### config.mk
export PLATFORM = sky130hd
export DESIGN_NAME = config_chain_loader
export DESIGN_NICKNAME = d
export VERILOG_FILES = /design/src/rtl/config_chain_loader.sv
export SDC_FILE = /design/constraint.sdc
export NUM_CORES = 1
export LEC_CHECK = 0
export ABC_CLOCK_PERIOD_IN_PS = 2900
export CORE_UTILIZATION = 45
export DETAILED_ROUTE_END_ITERATION = 8
export DONT_BUFFER_PORTS = 1
export PLACE_DENSITY = 0.69
export RECOVER_POWER = 25
export SYNTH_ARGS = -nofsm -noshare
export SYNTH_HDL_FRONTEND = slang
export SYNTH_SLANG_ARGS = --single-unit
### constraint.sdc
create_clock -name prog_clk -period 2.9 [get_ports prog_clk]
set_input_delay 0.435 -clock prog_clk [delete_from_list [all_inputs] [get_ports prog_clk]]
set_output_delay 0.435 -clock prog_clk [all_outputs]
set_load 0.05 [all_outputs]
### src/rtl/config_chain_loader.sv
// Configuration-chain loader: accepts bitstream words and shifts them LSB-first into the
// fabric ccff chain, stopping after exactly CHAIN_LEN bits.
module config_chain_loader #(
    parameter int unsigned WORD_W    = 32,
    parameter int unsigned CHAIN_LEN = 1024
) (
    input  logic              prog_clk,
    input  logic              pReset,
    input  logic              start,
    input  logic              abort,
    input  logic [WORD_W-1:0] s_data,
    input  logic              s_valid,
    output logic              s_ready,
    output logic              ccff_head,
    output logic              ccff_shift_en,
    output logic              busy,
    output logic              done,
    output logic              aborted
);

    localparam int unsigned CNT_W = $clog2(CHAIN_LEN + 1);
    localparam int unsigned WL_W  = $clog2(WORD_W + 1);

    typedef enum logic [1:0] {StIdle, StLoad, StShift, StDone} state_e;

    state_e            state;
    logic [CNT_W-1:0]  bit_cnt;
    logic [WL_W-1:0]   word_left;
    logic [WORD_W-1:0] sreg;
    logic              aborted_q;

    logic [31:0]       remaining;
    logic [WL_W-1:0]   word_left_init;
    logic              last_bit;

    // A final word is truncated to the bits still missing from the chain.
    always_comb begin
        remaining      = 32'(CHAIN_LEN) - 32'(bit_cnt);
        word_left_init = (remaining < WORD_W) ? WL_W'(remaining) : WL_W'(WORD_W);
        last_bit       = (32'(bit_cnt) + 32'd1) == 32'(CHAIN_LEN);
    end

    always_ff @(posedge prog_clk) begin
        if (pReset) begin
            state     <= StIdle;
            bit_cnt   <= '0;
            word_left <= '0;
            sreg      <= '0;
            aborted_q <= 1'b0;
        end else begin
            aborted_q <= 1'b0;
            unique case (state)
                StIdle: begin
                    if (start) begin
                        state   <= StLoad;
                        bit_cnt <= '0;
                    end
                end
                StLoad: begin
                    if (abort) begin
                        state     <= StIdle;
                        aborted_q <= 1'b1;
                    end else if (s_valid) begin
                        sreg      <= s_data;
                        word_left <= word_left_init;
                        state     <= StShift;
                    end
                end
                StShift: begin
                    if (abort) begin
                        state     <= StIdle;
                        aborted_q <= 1'b1;
                    end else begin
                        sreg      <= sreg >> 1;
                        bit_cnt   <= bit_cnt + CNT_W'(1);
                        word_left <= word_left - WL_W'(1);
                        if (word_left == WL_W'(1)) begin
                            state <= last_bit ? StDone : StLoad;
                        end
                    end
                end
                StDone: begin
                    // abort here just clears done; there was no active pass to cancel
                    if (abort) begin
                        state <= StIdle;
                    end else if (start) begin
                        state   <= StLoad;
                        bit_cnt <= '0;
                    end
                end
                default: state <= StIdle;
            endcase
        end
    end

    assign s_ready       = (state == StLoad);
    assign ccff_shift_en = (state == StShift);
    assign ccff_head     = ccff_shift_en & sreg[0];
    assign busy          = (state == StLoad) || (state == StShift);
    assign done          = (state == StDone);
    assign aborted       = aborted_q;

endmodule

==> summary.md <==
The count of final hold-check violations was 0; the count of cells along the worst register-to-register path was 6. The worst setup path is launched from a register. Once the floorplan was initialized, standard cells occupied 47.1% of the core.

The worst clock skew came out at 6.64 ps. In the synthesized netlist the dominant register cell turns out to be sky130_fd_sc_hd__dfxtp_1. The number of DRC violations after detailed-routing iteration 0 was 123; the power density relative to cell area was 457 nW/um2.

In this run, synthesis produced a sequential element count of 52. The logs give 48.7% for the utilization of the core after routing and 52 for the number of clock sinks. After synthesis, the largest area contributor takes up 36.9% of total cell area. Summing over every cut layer, the via total after detailed routing is 2,284. The cell row count was 28; the fraction of layout cells with a size suffix above 1 was 6.69%. The number of H-tree branching levels was 2; the average cell area after synthesis was 8.52 um2.

The area added between synthesis and finish came out at 3.41%. The library cell with the largest summed area after synthesis is sky130_fd_sc_hd__dfxtp_1. The startpoint identified for the worst register-to-register timing path is state[1]. After clock tree synthesis, the setup repair step added 0 buffers. The first global-routing pass estimated 9970 um of wire. For the mapped cell area, the log shows 2820 um2.

The floorplan step defined a die boundary enclosing 6590 um2. After synthesis, flip-flops and latches occupy 36.9% of the total area. The synthesized design contains 0 enable-type register cells.

The worst register-to-register path ends at state[1]. The run gives 3990 um as the placed wire-length estimate after detailed placement. The peak fanout along the critical path was 8; the number of vias per cell after detailed routing was 5.87.

In the finished design, the share of the clock period the worst path needs comes to 87.8%. In this run the tool buffered the top-level ports with 0 buffer cells. The flow ran to the end, and the final reports show no timing, DRC or antenna violations. The path class of the tightest hold or removal check is in2reg. The tools report the reg2reg setup slack as 350 ps.

The total inserted antenna cells was 0. The critical path goes through inv_1, ha_1, nor2b_1, nor4b_1, o221ai_1, o41ai_1. Sorting the synthesized cells by area gives the leading types as sky130_fd_sc_hd__dfxtp_1 (37%), sky130_fd_sc_hd__mux2i_1 (11%), sky130_fd_sc_hd__a211oi_1 (9.6%). The category of the most critical setup path was reg2reg. Global routing used 19.3% of the available tracks. The number of buffers between clock root and the deepest sink is 2. The cell sitting at the root of the clock tree is a sky130_fd_sc_hd__clkbuf_8. After detailed routing, the number of remaining DRC violations is 0.

Setup repair after global routing left no endpoint under its margin. For this run, the slowest stage of the critical path takes 700 ps. The post-CTS resize count was 0. The congestion estimate from routability-driven global placement came to 0.863. The count of nets left with antenna violations after detail routing was 0. For the count of pins over their slew limit, the log shows 0. Number of global-route vias before repair: 2,121.

The run gives 0 as the number of max-cap violations. After layout, the minimum clock period comes to 2550 ps. The leakage power was 0.910 nW; the count of boundary I/O pins was 43. The number of warnings printed during yosys synthesis came out at 0. After global routing the overflow that remains totals 0.

The tools report the final net count as 359. In this run, distinct cell masters in the synthesized netlist total 52. Hold repair after CTS inserted 0 buffers. The final setup violation count is 0, and the slew at the pin closest to its max-slew limit is 826 ps. The run gives 5910 um as the aggregate routed wire length.

The clock transition at the registers of the reported paths came out at 100 ps. For the first-pass iteration count of the detailed router, the log shows 4. For this run, the top clock speed supported by timing is 0.393 GHz. TritonCTS built the clock tree.

The worst hold path cell count was 1; the horizontal extent of the die was 81.2 um. The later-pin clock latency in the skew report was 310 ps. The number of nets handed over by synthesis was 377. Average wire length per cell after detail routing: 15.2 um. For hold timing, the worst endpoint is bit_cnt[3]. The die is 81.2 um tall. For the synthesized netlist cell count, the log shows 331. STA classifies the critical path endpoint as a register. In this run the most critical hold path is launched from pReset. Total clock buffers created by CTS: 5.

For the worst setup path, the data required time is 3060 ps. After floorplanning, the core was sized to cover 5990 um2. The number of antenna violations at the first check in global routing came out at 0. Among all stages on the critical path, the largest delay is contributed by sky130_fd_sc_hd__nor4b_1.

For this run, asynchronously set or reset flops after synthesis account for 0%. Entering global routing, the biggest net connects 54 pins. At the worst endpoint, the arrival time is 2710 ps. The run gives 309 uV as the worst IR drop on VDD.

The worst pin sits at a relative slew slack of 44.9%. For the setup TNS after final layout, the log shows 0 ps.
-- critical path, delay by kind of cell (launching register included) --
family	cells	cell delay [ps]
buffers and inverters	1	90
flip-flops	1	360
AO/OA/AOI/OAI	2	770
AND/OR/NAND/NOR	2	900
adder cells (fa/ha/maj)	1	290
-- stage by stage --
step / worst slack (ps) / area (um2) / hold WS [ps] / power, W / instances
2_1_floorplan: 159 / 2820 / 432 / 0.000909 / 331
3_3_place_gp: 517 / 2840 / 444 / 0.000924 / 381
4_1_cts: 434 / 2930 / 183 / 0.00135 / 389
3_5_place_dp: 461 / 2840 / 441 / 0.000928 / 381
5_1_grt: 181 / 2920 / 173 / 0.00139 / 389
6_report: 354 / 2920 / 183 / 0.00133 / 389
-- Yosys cell counts (3+ instances only) --
| library cell | instances |
|---|---|
| sky130_fd_sc_hd__nand3_1 | 6 |
| sky130_fd_sc_hd__xnor2_1 | 5 |
| sky130_fd_sc_hd__dfxtp_1 | 52 |
| sky130_fd_sc_hd__or3_1 | 3 |
| sky130_fd_sc_hd__nor2_1 | 52 |
| sky130_fd_sc_hd__mux2i_1 | 32 |
| sky130_fd_sc_hd__o21ai_0 | 8 |
| sky130_fd_sc_hd__nor3_1 | 10 |
| sky130_fd_sc_hd__a211oi_1 | 36 |
| sky130_fd_sc_hd__buf_1 | 4 |
| sky130_fd_sc_hd__a221oi_1 | 3 |
| sky130_fd_sc_hd__ha_1 | 9 |
| sky130_fd_sc_hd__nand2_1 | 14 |
| sky130_fd_sc_hd__inv_1 | 10 |
| sky130_fd_sc_hd__a21oi_1 | 15 |
| sky130_fd_sc_hd__clkbuf_1 | 24 |
| sky130_fd_sc_hd__a311oi_1 | 4 |
-- placed cells by master (no fill, tap or decap), types with 3 or more instances in the layout --
cell and n:
sky130_fd_sc_hd__nand3_1 6, sky130_fd_sc_hd__nor3_1 10, sky130_fd_sc_hd__inv_1 10, sky130_fd_sc_hd__xnor2_1 5
sky130_fd_sc_hd__dfxtp_1 52, sky130_fd_sc_hd__nand2_1 14, sky130_fd_sc_hd__nor2_1 51, sky130_fd_sc_hd__a21oi_1 15
sky130_fd_sc_hd__mux2i_1 32, sky130_fd_sc_hd__or3_1 3, sky130_fd_sc_hd__a221oi_1 3, sky130_fd_sc_hd__a211oi_1 36
sky130_fd_sc_hd__ha_1 9, sky130_fd_sc_hd__o21ai_0 8, sky130_fd_sc_hd__buf_4 3, sky130_fd_sc_hd__clkbuf_1 3
sky130_fd_sc_hd__a311oi_1 4, sky130_fd_sc_hd__clkbuf_8 5
-- routing by layer --
metal  GRT usage (%)  up-vias  share of wire (%)
li1                -     1164                  -
met1            25.4     1073                 48
met2            30.8       40                 46
met3            4.04        7                4.3
met4            7.32        0                1.5
met5               0        -                  0
-- worst max-delay path by stage --
stage / start / slack [ps] / endpoint / cells past startpoint
detailed placement: state[1] / 460 / state[1] / 6
finish: state[1] / 350 / state[1] / 6
global route: state[0] / 180 / word_left[5] / 7
CTS: state[1] / 430 / state[1] / 6
global placement: state[1] / 520 / state[1] / 6
floorplan: state[0] / 160 / ccff_head / 6
-- cell families after synthesis --
logic type / count (synthesis) / synth area share [%]
XOR/XNOR: 7 / 2.17
AND/OR/NAND/NOR: 103 / 17.2
AO/OA/AOI/OAI: 86 / 22.4
multiplexers: 32 / 11.4
adder cells (fa/ha/maj): 9 / 3.99
flip-flops: 52 / 36.9
buffers and inverters: 42 / 5.94
-- layout make-up --
cell class / count / area, um2
flip-flops and latches: 52 / 1040
clock inverters: 2 / 13.8
clock buffers: 6 / 72.6
inverters: 11 / 41.3
repair buffers: 6 / 35.0
fillers: 568 / 3070
multi-input cells: 237 / 1620
well taps: 75 / 93.8
-- power by group --
group          internal, W  total (W)  switching, W
combinational    0.0000602   0.000147     0.0000868
clock             0.000173   0.000423      0.000250
sequential        0.000743   0.000763     0.0000200
total             0.000976    0.00133      0.000357
-- registers in the layout (all words and copies together), names as in the netlist --
name,count
aborted,1
bit_cnt,11
word_left,6
state,2
sreg,32
Note: power is estimated with default switching activity, not from simulation.
